===== src/rtl/hazard_forward_unit.sv =====
// Hazard/forwarding controller for the 5-stage MIPS pipeline: tracks E/M/W
// destination records, raises the D-stage stall and drives operand forwarding selects.
module hazard_forward_unit #(
  parameter int AW       = 5,
  parameter int NRD      = 2,
  parameter int TW       = 2,
  parameter int SD_IDX   = 1,
  parameter int CW       = 4,
  parameter int MULT_LAT = 5,
  parameter int DIV_LAT  = 10
) (
  input  logic                clk,
  input  logic                reset,
  input  logic                d_valid,
  input  logic [NRD*AW-1:0]   d_rs,
  input  logic [NRD-1:0]      d_rs_en,
  input  logic [NRD*TW-1:0]   d_tuse,
  input  logic [AW-1:0]       d_a3,
  input  logic                d_regwr,
  input  logic [TW-1:0]       d_tnew,
  input  logic                d_md_start,
  input  logic                d_md_div,
  input  logic                d_md_use,
  output logic                stall,
  output logic [NRD*2-1:0]    fwd_d,
  output logic [NRD*2-1:0]    fwd_e,
  output logic                fwd_m,
  output logic                md_busy
);

  localparam logic [AW-1:0] REG_ZERO  = {AW{1'b0}};
  localparam logic [TW-1:0] TNEW_ZERO = {TW{1'b0}};
  localparam logic [TW-1:0] TNEW_ONE  = TW'(1'b1);
  localparam logic [CW-1:0] CNT_ZERO  = {CW{1'b0}};
  localparam logic [CW-1:0] CNT_ONE   = CW'(1'b1);
  localparam logic [CW-1:0] MULT_CNT  = CW'(MULT_LAT);
  localparam logic [CW-1:0] DIV_CNT   = CW'(DIV_LAT);
  localparam logic [1:0]    SEL_RF    = 2'd0;
  localparam logic [1:0]    SEL_E     = 2'd1;
  localparam logic [1:0]    SEL_M     = 2'd2;
  localparam logic [1:0]    SEL_W     = 2'd3;

  // Tnew counts down one per stage and saturates at zero (result ready).
  function automatic logic [TW-1:0] tnew_step(input logic [TW-1:0] t);
    return (t == TNEW_ZERO) ? TNEW_ZERO : t - TNEW_ONE;
  endfunction

  logic                e_valid_r, e_regwr_r, e_md_start_r, e_md_div_r;
  logic [AW-1:0]       e_a3_r;
  logic [TW-1:0]       e_tnew_r;
  logic [NRD*AW-1:0]   e_rs_r;
  logic [NRD-1:0]      e_rs_en_r;
  logic                m_valid_r, m_regwr_r, m_sd_en_r;
  logic [AW-1:0]       m_a3_r, m_sd_r;
  logic [TW-1:0]       m_tnew_r;
  logic                w_valid_r, w_regwr_r;
  logic [AW-1:0]       w_a3_r;
  logic [CW-1:0]       cnt_r;

  logic                e_wr_s, m_wr_s, w_wr_s;
  logic                md_start_e_s, md_busy_s, md_stall_s, stall_s;
  logic [NRD-1:0]      data_stall_s;

  // Register $0 is excluded here, so it can never match, stall or forward.
  assign e_wr_s = e_valid_r && e_regwr_r && (e_a3_r != REG_ZERO);
  assign m_wr_s = m_valid_r && m_regwr_r && (m_a3_r != REG_ZERO);
  assign w_wr_s = w_valid_r && w_regwr_r && (w_a3_r != REG_ZERO);

  for (genvar i = 0; i < NRD; i++) begin : g_op
    logic [AW-1:0] rs_s, ers_s;
    logic [TW-1:0] tuse_s;
    logic          e_hit_s, m_hit_s, w_hit_s, em_hit_s, ew_hit_s;

    assign rs_s   = d_rs[i*AW +: AW];
    assign tuse_s = d_tuse[i*TW +: TW];
    assign ers_s  = e_rs_r[i*AW +: AW];

    assign e_hit_s = e_wr_s && (e_a3_r == rs_s);
    assign m_hit_s = m_wr_s && (m_a3_r == rs_s);
    assign w_hit_s = w_wr_s && (w_a3_r == rs_s);

    assign data_stall_s[i] = d_valid && d_rs_en[i] && (rs_s != REG_ZERO) &&
                             ((e_hit_s && (e_tnew_r > tuse_s)) ||
                              (m_hit_s && (m_tnew_r > tuse_s)));

    // Youngest ready producer wins: E before M before W.
    assign fwd_d[i*2 +: 2] = !d_rs_en[i]                          ? SEL_RF :
                             (e_hit_s && (e_tnew_r == TNEW_ZERO)) ? SEL_E  :
                             (m_hit_s && (m_tnew_r == TNEW_ZERO)) ? SEL_M  :
                             w_hit_s                              ? SEL_W  : SEL_RF;

    assign em_hit_s = m_wr_s && (m_a3_r == ers_s) && (m_tnew_r == TNEW_ZERO);
    assign ew_hit_s = w_wr_s && (w_a3_r == ers_s);

    // A bubble in E carries no operands, so it never requests forwarding.
    assign fwd_e[i*2 +: 2] = !(e_valid_r && e_rs_en_r[i]) ? SEL_RF :
                             em_hit_s                     ? SEL_M  :
                             ew_hit_s                     ? SEL_W  : SEL_RF;
  end

  assign fwd_m = m_valid_r && m_sd_en_r && w_wr_s && (w_a3_r == m_sd_r);

  assign md_start_e_s = e_valid_r && e_md_start_r;
  assign md_busy_s    = md_start_e_s || (cnt_r != CNT_ZERO);
  assign md_stall_s   = d_valid && (d_md_use || d_md_start) && md_busy_s;
  assign stall_s      = (|data_stall_s) || md_stall_s;

  assign stall   = stall_s;
  assign md_busy = md_busy_s;

  // Stage records: E loads D (or a bubble on stall), M and W follow unconditionally.
  always_ff @(posedge clk) begin
    if (reset) begin
      e_valid_r    <= 1'b0;
      e_regwr_r    <= 1'b0;
      e_md_start_r <= 1'b0;
      e_md_div_r   <= 1'b0;
      e_a3_r       <= REG_ZERO;
      e_tnew_r     <= TNEW_ZERO;
      e_rs_r       <= {(NRD*AW){1'b0}};
      e_rs_en_r    <= {NRD{1'b0}};
      m_valid_r    <= 1'b0;
      m_regwr_r    <= 1'b0;
      m_sd_en_r    <= 1'b0;
      m_a3_r       <= REG_ZERO;
      m_sd_r       <= REG_ZERO;
      m_tnew_r     <= TNEW_ZERO;
      w_valid_r    <= 1'b0;
      w_regwr_r    <= 1'b0;
      w_a3_r       <= REG_ZERO;
    end else begin
      e_valid_r    <= d_valid && !stall_s;
      e_regwr_r    <= d_regwr;
      e_md_start_r <= d_md_start;
      e_md_div_r   <= d_md_div;
      e_a3_r       <= d_a3;
      e_tnew_r     <= d_tnew;
      e_rs_r       <= d_rs;
      e_rs_en_r    <= d_rs_en;
      m_valid_r    <= e_valid_r;
      m_regwr_r    <= e_regwr_r;
      m_sd_en_r    <= e_rs_en_r[SD_IDX];
      m_a3_r       <= e_a3_r;
      m_sd_r       <= e_rs_r[SD_IDX*AW +: AW];
      m_tnew_r     <= tnew_step(e_tnew_r);
      w_valid_r    <= m_valid_r;
      w_regwr_r    <= m_regwr_r;
      w_a3_r       <= m_a3_r;
    end
  end

  // Mult/div occupancy counter, loaded when the operation sits in E.
  always_ff @(posedge clk) begin
    if (reset) begin
      cnt_r <= CNT_ZERO;
    end else if (md_start_e_s) begin
      cnt_r <= e_md_div_r ? DIV_CNT : MULT_CNT;
    end else if (cnt_r != CNT_ZERO) begin
      cnt_r <= cnt_r - CNT_ONE;
    end else begin
      cnt_r <= cnt_r;
    end
  end

endmodule

===== config.mk =====
export PLATFORM = sky130hd
export DESIGN_NAME = hazard_forward_unit
export DESIGN_NICKNAME = d
export VERILOG_FILES = /design/src/rtl/hazard_forward_unit.sv
export SDC_FILE = /design/constraint.sdc
export NUM_CORES = 1
export LEC_CHECK = 0
export CORE_ASPECT_RATIO = 1.25
export CORE_UTILIZATION = 51
export DETAILED_ROUTE_END_ITERATION = 7
export PLACE_DENSITY = 0.79
export SLEW_MARGIN = 20
export SYNTH_ARGS = -nofsm -noshare
export SYNTH_HDL_FRONTEND = slang
export SYNTH_SLANG_ARGS = --single-unit

===== constraint.sdc =====
create_clock -name clk -period 2.2 [get_ports clk]
set_input_delay 0.44 -clock clk [delete_from_list [all_inputs] [get_ports clk]]
set_output_delay 0.44 -clock clk [all_outputs]
set_load 0.02 [all_outputs]

Word-level counts from Yosys, hierarchy flattened

Index checks and enable logic that the tools add are counted.
W data, S select, Z words.

Register bits: 49
Bits in latches: 0
Bits in writable memories: 0
ROM bits: 0
Word-level logic and storage cells: 110
Memories kept: 0

Add/subtract/negate cells: 2
Multiply operators: 0
Divide/modulo/power cells: 0
Magnitude comparators: 4
Equal/unequal tests: 11
Shifts and indexed selects: 0
Muxes and demuxes: 17
Bitwise operators: 0
Reduce and logical (&&, ||, !) cells: 58

Operator list:

| cell                  | number |
|---|---|
| $eq A5 B5 Y1          | 11 |
| $logic_and A1 B1 Y1   | 41 |
| $mux W2               | 14 |
| $reduce_bool A5 Y1    | 5 |
| $mux W4               | 3 |
| $gt A2 B2 Y1          | 4 |
| $logic_or A1 B1 Y1    | 5 |
| $logic_not A2 Y1      | 2 |
| $reduce_bool A4 Y1    | 1 |
| $reduce_or A2 Y1      | 2 |
| $sub A4 B1 Y4 const B | 1 |
| $reduce_bool A2 Y1    | 1 |
| $sub A2 B1 Y2 const B | 1 |
| $logic_not A1 Y1      | 1 |

Logic depth before layout (Yosys ltp)

Gate-level depths: netlist (run 1).

Depth in word-level cells: 10
Gate-level depth with buffers: 7
Depth with buffers taken out: 7

Worst setup path before layout (run 1)

Ideal clock, no wire load.

Path kind: register to output
Start point: register w_a3_r[0]
End point: output fwd_d[3]
Arrival: 1.876 ns
Data required time: 1.760 ns
Slack: -0.116 ns
Cell stages (with the launch flop): 6
Cell sequence: dfxtp_1 -> clkbuf_1 -> xnor2_1 -> nand3_1 -> or4_1 -> a211oi_1

Longest elaborated chain between the ends: 7
Elaborated cells between the ends (all ways): 8
Classes of those cells: eq/ne (1); mux (4); reduce/logical (3)

RTL lines:

| what                    | RTL line | text |
|---|---|---|
| start, declared         | 57       | `logic [AW-1:0] w_a3_r;` |
| start signal, assigned  | 148      | `w_a3_r <= m_a3_r;` |
| $reduce_bool A5 Y1      | 67       | `assign w_wr_s = w_valid_r && w_regwr_r && (w_a3_r != REG_ZERO);` |
| $logic_and A1 B1 Y1     | 67       |  |
| $logic_and A1 B1 Y1 (*) | 80       | `assign w_hit_s = w_wr_s && (w_a3_r == rs_s);` |
| $mux W2 (*)             | 90       | `w_hit_s ? SEL_W : SEL_RF;` |
| $mux W2 (*)             | 89       | `(m_hit_s && (m_tnew_r == TNEW_ZERO)) ? SEL_M :` |
| $mux W2 (*)             | 88       | `(e_hit_s && (e_tnew_r == TNEW_ZERO)) ? SEL_E :` |
| $mux W2 (*)             | 87       | `assign fwd_d[i*2 +: 2] = !d_rs_en[i] ? SEL_RF :` |
| end, declared           | 25       | `output logic [NRD*2-1:0] fwd_d,` |

Every way passes the cells marked *; elsewhere a longest branch is shown, timed or not.

Worst setup path in the final report (run 1)

Start point: input d_rs[8]
End point: output stall

Longest elaborated chain between the ends: 7
Elaborated cells between the ends (all ways): 12
Classes of those cells: eq/ne (2); reduce/logical (10)

RTL lines:

| what                                   | RTL line | text |
|---|---|---|
| start, declared                        | 15       | `input logic [NRD*AW-1:0] d_rs,` |
| $eq A5 B5 Y1 (on tied branches)        | 78, 79   |  |
| $logic_and A1 B1 Y1 (on tied branches) | 78, 79   |  |
| $logic_and A1 B1 Y1 (on tied branches) | 83, 84   |  |
| $logic_or A1 B1 Y1                     | 83       | `((e_hit_s && (e_tnew_r > tuse_s)) \|\|` |
| $logic_and A1 B1 Y1 (*)                | 82       | `assign data_stall_s[i] = d_valid && d_rs_en[i] && (rs_s != REG_ZERO) &&` |
| $reduce_or A2 Y1 (*)                   | 106      | `assign stall_s = (\|data_stall_s) \|\| md_stall_s;` |
| $logic_or A1 B1 Y1 (*)                 | 106      |  |
| end, declared                          | 24       | `output logic stall,` |

Marked as above.

==> run summary, run 1 <==
status = complete, but fails checks
failing checks = setup timing
Hold Fails Final Rpt = 0
Antenna Diode Count = 0
Row Count = 28
Crit Reg-Reg Startpoint = e_a3_r[4]$_SDFF_PP0_
NetSw = 0.000705 W
max incr delay on CP = 0.52 ns
clock power share = 24.4%
port bufs = 40
Core Area = 0.00480 sq mm
starting DRC count in detailed routing = 209
Remaining DRCs = 0
sequential fraction of design power = 45.6%
Synth Warn # = 0
GRT overflow = 0
final setup vio count = 10
Max Clock Skew = 0.0124 ns
wire length per cell = 18.8 um
commonest non-fill, non-tap cells in the layout = buf_4 (64), nor2b_1 (42), dfxtp_1 (39)
register area share after synthesis = 38.0%
initial antenna violation count = 0
Worst setup endpoint = stall
DIE HEIGHT = 81.6 um
Levels on crit path = 8
Internal Pwr Total = 0.00152 W
WS Path Type = input port to output port
Cell Chain, Critical Path = dlygate4sd2_1 -> or4_4 -> o21ai_2 -> buf_4 -> a2111oi_4 -> a22oi_2 -> o211ai_1 -> buf_4
commonest non-fill, non-tap cell in the layout = buf_4
power per cell area = 567 mW/mm^2
Area Overhead vs Synth = 51.7%
pre-CTS setup slack = -0.945 ns
CTS Root Cell = clkbuf_8
R2R setup slack = 0.07 ns
FMAX = 379 MHz
CTS Buf Count = 5
Tmin final = 2.64 ns
Post-CTS Hold Buffers = 0
family with the most delay on the worst path = buffers and inverters
H-tree levels = 2
Sw Ratio = 31.7%
initial core utilization = 53.8%
Area after DPL = 0.00340 sq mm
CTS tree = yes
Crit. Startpoint = d_rs[8]
clock slew at reported path FFs = 0.10 ns
share of layout cells above drive strength 1 = 39.3%
IO Pins = 41
first-pass GRT wire length = 11000 um
Max Slew Vio Count = 0
most frequent CP cell = buf_4
die area = 0.00536 sq mm
GRT Util Overall = 28.1%
Comb pwr share = 30.1%
Rel. slew slack = 71.5%
number of distinct library cells after synthesis = 42
WP buf/inv = 3
CTS sink cnt = 49
gpl congestion = 0.949
fin crit share = 120%
Design Area, Final = 0.00392 sq mm
slew at the pin with the worst max-slew slack = 0.427 ns
Final ANT Viol Nets = 0
Post-Syn Area = 0.00258 sq mm
PnR worst setup slack = -0.438 ns
CP max FO = 4
NumNets Final = 409
maximum VDD drop = 0.000465 V
Syn Nets = 311
P_leak = 1.61 nW
CP arrival = 2.20 ns
Reg-to-Reg End = e_valid_r$_SDFF_PP0_
CP max-delay cell = or4_4
RSZ-0062 raised after global routing = true
Min Hold Slack = 0.457 ns
Hold WC Path Type = flop to flop
clk_lat worst skew = 0.31 ns
Max-Cap Viols = 0
dpl hpwl = 4730 um
number of global-route vias before repair = 2373
Worst Setup Start Kind = input port
vias = 2334
clock buffer depth = 2
DR vias/cell = 5.44
CP Capture Type = output port
largest net degree at the start of global routing = 38
Initial DRT Pass Iterations = 4
Crit path required time = 1.76 ns
synthesized area per cell = 9.57 sq um
synthesized instance count = 270
R2R cell count = 10
final WL = 8090 um
Die W = 65.7 um
#FFs+latches synth = 49
[metal layers]
metal	global-route usage, %	vias to the layer above	wire length, um
li1	-	1105	-
met1	30.7	1135	3260
met2	50.6	77	4280
met3	5.00	17	295
met4	15.9	0	258
met5	0	-	0
[Yosys cell counts]
cell type / instances / area, sq um
or3_2: 1 / 7.51
nand4_1: 5 / 31.3
and3_1: 1 / 6.26
dfxtp_1: 49 / 981
or4_4: 1 / 11.3
a311oi_1: 2 / 17.5
xnor2_1: 36 / 315
and4_1: 1 / 8.76
o21a_1: 1 / 7.51
or4_1: 7 / 52.6
xor2_1: 21 / 184
o211a_1: 2 / 20.0
a2bb2oi_2: 1 / 15.0
o21ai_1: 1 / 5.00
ha_1: 11 / 138
nor2_1: 4 / 15.0
nand3b_1: 1 / 7.51
nor3_1: 8 / 40.0
buf_6: 3 / 33.8
buf_4: 1 / 7.51
nand2_1: 5 / 18.8
nor3_2: 3 / 30.0
and4b_1: 1 / 10.0
nor2b_2: 1 / 8.76
inv_1: 13 / 48.8
buf_2: 6 / 30.0
a22oi_1: 1 / 7.51
a2111oi_0: 3 / 26.3
o21ai_0: 3 / 15.0
nand3_2: 2 / 20.0
a21boi_1: 1 / 7.51
a2111o_2: 1 / 12.5
nand3_1: 8 / 40.0
o211ai_2: 2 / 25.0
a21oi_1: 7 / 35.0
clkbuf_1: 5 / 18.8
nand2b_1: 1 / 6.26
or2_1: 1 / 6.26
nor2b_1: 43 / 269
nor4_1: 1 / 6.26
a211oi_1: 1 / 7.51
o211ai_1: 4 / 30.0
[registers in the layout, indices dropped and copies added, names as in the netlist, 2 cells and up]
register   flops
cnt_r          4
e_a3_r         5
e_rs_en_r      2
e_rs_r        10
e_tnew_r       2
m_a3_r         5
m_sd_r         5
m_tnew_r       2
w_a3_r         5
[cell families after synthesis]
| family | after synthesis | synth area share (%) |
|---|---|---|
| buffers and inverters | 28 | 5.38 |
| DFF | 49 | 38.0 |
| adders and majority gates | 11 | 5.33 |
| AOI/OAI and AO/OA | 30 | 8.96 |
| xor gates and xnor gates | 57 | 19.3 |
| and+or+nand+nor | 95 | 23.1 |
[how the worst min path moves through the flow]
| stage | cells past startpoint | slack, ns | end | from |
|---|---|---|---|---|
| after floorplan | 1 | 0.40 | m_tnew_r[0]$_SDFF_PP0_ | e_tnew_r[0]$_SDFF_PP0_ |
| after global placement | 1 | 0.41 | m_tnew_r[0]$_SDFF_PP0_ | e_tnew_r[0]$_SDFF_PP0_ |
| after detailed placement | 1 | 0.41 | m_tnew_r[0]$_SDFF_PP0_ | e_tnew_r[0]$_SDFF_PP0_ |
| after CTS | 1 | 0.42 | m_tnew_r[0]$_SDFF_PP0_ | e_tnew_r[0]$_SDFF_PP0_ |
| after global routing | 1 | 0.46 | m_tnew_r[0]$_SDFF_PP0_ | e_tnew_r[0]$_SDFF_PP0_ |
| final | 1 | 0.46 | m_tnew_r[0]$_SDFF_PP0_ | e_tnew_r[0]$_SDFF_PP0_ |
[area by class of cell]
type,count,area [sq um]
clock buffers,6,72.6
clock inverters,2,15.0
fillers,267,880
inverters,13,48.8
multi-input cells,193,1800
flip-flops and latches,49,1000
well taps,60,75.1
repair buffers,106,911
[stage by stage]
stage	power, W	utilization, %	setup TNS (ns)	instances
floorplan	0.00136	-	0	270
global placement	0.00159	70.8	-5.82	410
detailed placement	0.00161	70.8	-6.01	410
CTS	0.00214	77.9	-2.08	428
global route	0.00233	81.7	-3.30	429
finish	0.00222	81.7	-2.55	429
[power by group through the flow]
stage | combinational (W) | clock, W | sequential (W)
CTS | 0.000607 | 0.000530 | 0.00101
floorplan | 0.000339 | 0 | 0.00102
detailed placement | 0.000585 | 0 | 0.00103
global placement | 0.000563 | 0 | 0.00102
finish | 0.000669 | 0.000541 | 0.00101
global route | 0.000724 | 0.000589 | 0.00102
[repair_timing]
| action | CTS | global route |
|---|---|---|
| setup endpoints to repair | 11 | 11 |
| pin swaps | 23 | 22 |
| setup buffers | 12 | 4 |
| gates resized for setup | 112 | 32 |
Power figures use the tool's default switching activity.
==> run 2: changes to the inputs <==
--- a/config.mk
+++ b/config.mk
@@ -6,9 +6,9 @@
 export NUM_CORES = 1
 export LEC_CHECK = 0
 export CORE_ASPECT_RATIO = 1.25
-export CORE_UTILIZATION = 51
+export CORE_UTILIZATION = 25
 export DETAILED_ROUTE_END_ITERATION = 7
-export PLACE_DENSITY = 0.79
+export PLACE_DENSITY = 0.46
 export SLEW_MARGIN = 20
 export SYNTH_ARGS = -nofsm -noshare
 export SYNTH_HDL_FRONTEND = slang
==> constraint.sdc (replaced) <==
create_clock -name clk -period 3.4 [get_ports clk]
set_input_delay 0.68 -clock clk [delete_from_list [all_inputs] [get_ports clk]]
set_output_delay 0.68 -clock clk [all_outputs]
set_load 0.02 [all_outputs]
==> run 2 against run 1 <==
The flow now finishes without violations. Highest routed layer unchanged. Largest cell class unchanged. Worst hold slack got worse by 0.027 ns. Clock skew fell by 0.0093 ns. Power is 32% lower. Largest power group unchanged. Via count fell by 15%. Register-to-register slack gained 1.5 ns.
==> run summary, run 2 (synthesis results as in run 1) <==
NetSw = 0.000416 W (-41%)
dpl hpwl = 4970 um (+4.9%)
CP max FO = 4 (unchanged)
Area after DPL = 0.00325 sq mm (-4.3%)
Design Area, Final = 0.00339 sq mm (-14%)
Max Slew Vio Count = 0 (unchanged)
WS Path Type = input port to output port
clock slew at reported path FFs = 0.07 ns (-0.03 ns)
Post-CTS Hold Buffers = 0 (unchanged)
DIE HEIGHT = 116 um (+42%)
CP arrival = 2.56 ns (+0.36 ns)
slew at the pin with the worst max-slew slack = 0.940 ns (+0.513 ns)
Post-CTS Setup Bufs = 0 (-12)
Min Hold Slack = 0.430 ns (-0.0273 ns)
FMAX = 308 MHz
CTS tree = yes
CP Capture Type = output port
P_leak = 1.35 nW (-16%)
die area = 0.0107 sq mm (+100%)
RSZ-0062 raised after global routing = false
initial antenna violation count = 0 (unchanged)
pre-CTS setup slack = -0.256 ns (+0.689 ns)
Comb pwr share = 22.0% (-8.1 points)
final core occ = 33.7% (-48 points)
Max Clock Skew = 0.00310 ns (-0.00930 ns)
power per cell area = 443 mW/mm^2 (-22%)
clock power share = 34.2% (+9.8 points)
Worst Setup Start Kind = input port
IO Pins = 41 (unchanged)
Hold Fails Final Rpt = 0 (unchanged)
Tmin final = 3.24 ns
Hold WC Path Type = flop to flop
CTS Root Cell = clkbuf_16
PnR Total Power = 0.00150 W (-32%)
clk_lat worst skew = 0.29 ns (-0.02 ns)
fill cell count = 1070 (+300%)
Crit path required time = 2.72 ns (+0.96 ns)
Remaining DRCs = 0 (unchanged)
fin crit share = 95.4%
status = complete, no violations
clock buffer depth = 2 (unchanged)
CTS sink cnt = 49 (unchanged)
first-pass GRT wire length = 10500 um (-5.0%)
port bufs = 40 (unchanged)
starting DRC count in detailed routing = 78 (-63%)
final WL = 6420 um (-21%)
H-tree levels = 2 (unchanged)
maximum VDD drop = 0.000166 V (-64%)
sequential fraction of design power = 43.8% (-1.8 points)
GRT Util Overall = 13.1% (-15 points)
Initial DRT Pass Iterations = 4 (unchanged)
Die W = 92.9 um (+42%)
commonest non-fill, non-tap cell in the layout = dfxtp_1
Internal Pwr Total = 0.00109 W (-28%)
Row Count = 41 (+46%)
Antenna Diode Count = 0 (unchanged)
CTS Buf Count = 5 (unchanged)
Sw Ratio = 27.7% (-4.0 points)
Core Area = 0.0101 sq mm (+110%)
final setup vio count = 0 (-10)
Area Overhead vs Synth = 31.1%
Reg with most FFs = e_rs_r
number of flip-flops in the largest register = 10 (unchanged)
PnR worst setup slack = 0.155 ns (+0.593 ns)
Final ANT Viol Nets = 0 (unchanged)
wire length per cell = 14.0 um (-26%)
Rel. slew slack = 37.4% (-34 points)
initial core utilization = 25.7% (-28 points)
largest net degree at the start of global routing = 50 (+32%)
vias = 1978 (-15%)
commonest non-fill, non-tap cells in the layout = dfxtp_1 (49), nor2b_1 (43), xnor2_1 (36)
NumNets Final = 370 (-9.5%)
gpl congestion = 0.800 (-16%)
share of layout cells above drive strength 1 = 15.5% (-24 points)
DR vias/cell = 4.31 (-21%)
Max-Cap Viols = 0 (unchanged)
number of global-route vias before repair = 2001 (-16%)
GRT overflow = 0 (unchanged)
## run 2: worst max-delay path, cell delays in order
cell and delay (ns):
clkdlybuf4s50_1 0.47, buf_4 0.14, xnor2_1 0.12, nand3_1 0.09
nor4_1 0.31, buf_4 0.17, o21ai_1 0.05, a21boi_1 0.17
dlygate4sd2_1 0.36
## run 2: final timing paths
check / from / endpoint / slack [ns] / cells after the start
max: d_rs[4] / fwd_d[0] / 0.16 / 9
max reg2reg: e_a3_r[1]$_SDFF_PP0_ / e_valid_r$_SDFF_PP0_ / 1.56 / 5
min reg2reg: e_tnew_r[0]$_SDFF_PP0_ / m_tnew_r[0]$_SDFF_PP0_ / 0.43 / 1
min: e_tnew_r[0]$_SDFF_PP0_ / m_tnew_r[0]$_SDFF_PP0_ / 0.43 / 1
## run 2: area by class of cell
class / instances / area [sq um] / area share, %
flip-flops and latches: 49 / 981 / 29.0
well taps: 129 / 161 / 4.77
clock buffers: 6 / 139 / 4.10
repair buffers: 67 / 579 / 17.1
clock inverters: 2 / 13.8 / 0.406
multi-input cells: 193 / 1460 / 43.2
inverters: 13 / 48.8 / 1.44
## run 2: per-layer routing
layer / share of wire [%] / global-route usage, % / up-vias
li1: - / - / 1028
met1: 44 / 15.5 / 912
met2: 52 / 23.3 / 31
met3: 2.5 / 2.62 / 7
met4: 2.0 / 5.03 / 0
met5: 0 / 0 / -
## run 2: power groups by stage
| stage | clock network [W] | logic [W] | registers (W) |
|---|---|---|---|
| 5_1_grt | 0.000553 | 0.000370 | 0.000665 |
| 6_report | 0.000514 | 0.000330 | 0.000658 |
| 3_5_place_dp | 0 | 0.000336 | 0.000672 |
| 4_1_cts | 0.000530 | 0.000338 | 0.000659 |
| 2_1_floorplan | 0 | 0.000220 | 0.000657 |
| 3_3_place_gp | 0 | 0.000331 | 0.000673 |
## run 2: timing repair
action                     in CTS  in global routing
gates cloned                    0                  0
pin swaps                       1                  1
setup endpoints to repair       5                  3
gates resized for setup         8                  7
## run 2: per-stage QoR
step	cells	setup TNS (ns)
2_1_floorplan	270	0
3_3_place_gp	451	-0.995
3_5_place_dp	451	-0.956
4_1_cts	459	0
5_1_grt	459	0
6_report	459	0
==> patch: new RTL, config.mk and constraints of run 2 <==
`AW`: 5 -> 4.
--- a/src/rtl/hazard_forward_unit.sv
+++ b/src/rtl/hazard_forward_unit.sv
@@ -1,7 +1,7 @@
 // Hazard/forwarding controller for the 5-stage MIPS pipeline: tracks E/M/W
 // destination records, raises the D-stage stall and drives operand forwarding selects.
 module hazard_forward_unit #(
-  parameter int AW       = 5,
+  parameter int AW       = 4,
   parameter int NRD      = 2,
   parameter int TW       = 2,
   parameter int SD_IDX   = 1,
Interface: changed (resized d_a3 and d_rs); port bits go from 41 to 38. The function was not compared with the original's and may differ.
==> patch against run 2 <==
- die area down 13%
- synthesized cell count fell by 10%
- sequential cell count shrank 6
- area after synthesis shrank 14%
- largest cell class unchanged
- power is 20% lower
- global-route usage grew 0.87 points
- design area down 13%
- routed wire length is 11% lower
- largest power group unchanged
- maximum frequency rose by 0.13%
- non-clock buffer count down 7
- setup slack improved by 0.0043 ns
- highest routed layer unchanged
- count of clock-buffer cells in the layout shrank 1
==> patch: results (changes against run 2) <==
stage	metric	value	unit	change
yosys	sequential fraction of the synthesis area	0.386		+0.00642
yosys	commonest cells in the netlist	dfxtp_1, xnor2_1, nor2b_1		
routing	Metal-1 WL	2.44	mm	-13%
placed_design	pre-CTS setup slack	-0.283	ns	-0.0269 ns
finish	post-layout net count	333		-10%
power_and_ir_drop	leakage power	1.17	nW	-14%
clocking	clk root buf	clkbuf_8		
power_and_ir_drop	VDD IR max	0.178	mV	+6.9%
yosys	synth warn	0		unchanged
timing	worst slew pin tran	0.580	ns	-0.360 ns
worst_setup_path	Slowest Stage Delay on Critical Path	0.52	ns	+0.05 ns
clocking	Inserted Clock Buffers	5		unchanged
placed_design	DP Cell Count	408		-9.5%
finish	fill cell count	917		-14%
grt	largest net degree at the start of global routing	30		-40%
finish	share of cells above drive strength 1	0.118		-0.0363
grt	vias in the first global route	1875		-6.3%
finish	max FFs per register	8		-2
routing	routed wire length	5.69	mm	-11%
placed_design	GP Congestion	0.855		+6.8%
placed_design	port bufs	37		-7.5%
grt	met1 GRT Util	0.164		+0.00823
routing	Iteration-0 DRC Markers	28		-64%
grt	GR Util met3	0.0192		-0.00707
yosys	Synth Net Count	280		-10%
yosys	synth unique cells	36		-14%
clocking	clk buf depth	2		unchanged
grt	Total GRT Usage	0.140		+0.00872
worst_setup_path	Critical R2R Launch	m_a3_r[1]		
worst_setup_path	cells on worst reg2reg path	6		+1
run_status	status	finished clean		
yosys	Mapped Avg Cell Area	9.21	um2	-3.7%
routing	Routed WL per cell	13.7	um	-2.1%
routing	metal3 WL	116	um	-28%
grt	global-route wire length before repair	9.84	mm	-6.1%
timing	Setup Skew	0.00488	ns	+0.00178 ns
grt	met2 Resource Use GR	0.257		+0.0240
yosys	Synth async-reset ratio	0		unchanged
routing	Via density	4.25		-1.4%
worst_setup_path	slowest library cell on the worst path	or4_1		
finish	Ant. Diodes	0		unchanged
patch: how the worst max path moves through the flow:
stage / startpoint / to / slack (ns) / depth (start not counted)
floorplan: d_rs[0] / stall / 1.02 / 5
global placement: d_tuse[1] / stall / -0.30 / 9
detailed placement: d_tuse[1] / stall / -0.28 / 9
CTS: d_rs[3] / fwd_d[0] / 0.02 / 8
global route: d_rs[6] / stall / 0.009 / 7
finish: d_rs[2] / stall / 0.16 / 7
patch: cells by family after synthesis:
group                      count (synthesis)  share of synthesized area
AOI/OAI and AO/OA                         21                     0.0696
xor gates and xnor gates                  46                      0.181
adders and majority gates                 11                     0.0617
buffers and inverters                     25                     0.0539
DFF                                       43                      0.386
and+or+nand+nor                           96                      0.248
patch: what timing repair did:
item	CTS	global route
setup endpoints to repair	1	3
resized for setup	3	3
cloned	0	0
patch: power breakdown:
group | switching, W | total, W | internal [W]
clock network | 0.000170 | 0.000311 | 0.000141
logic | 0.000148 | 0.000311 | 0.000163
registers | 0.0000307 | 0.000575 | 0.000544
patch: layout make-up:
cell class / count / area share
clock buffers: 5 / 0.0233
clock inverters: 3 / 0.00508
inverters: 11 / 0.0140
multi-input cells: 174 / 0.425
flip-flops and latches: 43 / 0.292
well taps: 120 / 0.0508
repair buffers: 60 / 0.190
patch: critical path, delay by kind of cell:
family / cells / cell delay (ns)
buffers and inverters: 2 / 0.83
AND/OR/NAND/NOR: 5 / 1.05
patch: per-stage QoR:
step | hold WS (ns) | util | total power, W | cell area (um2)
global placement | 0.407 | 0.330 | 0.000904 | 2860
CTS | 0.421 | 0.340 | 0.00122 | 2950
floorplan | 0.401 | - | 0.000784 | 2230
finish | 0.421 | 0.341 | 0.00120 | 2950
detailed placement | 0.409 | 0.330 | 0.000905 | 2860
global route | 0.444 | 0.341 | 0.00128 | 2950
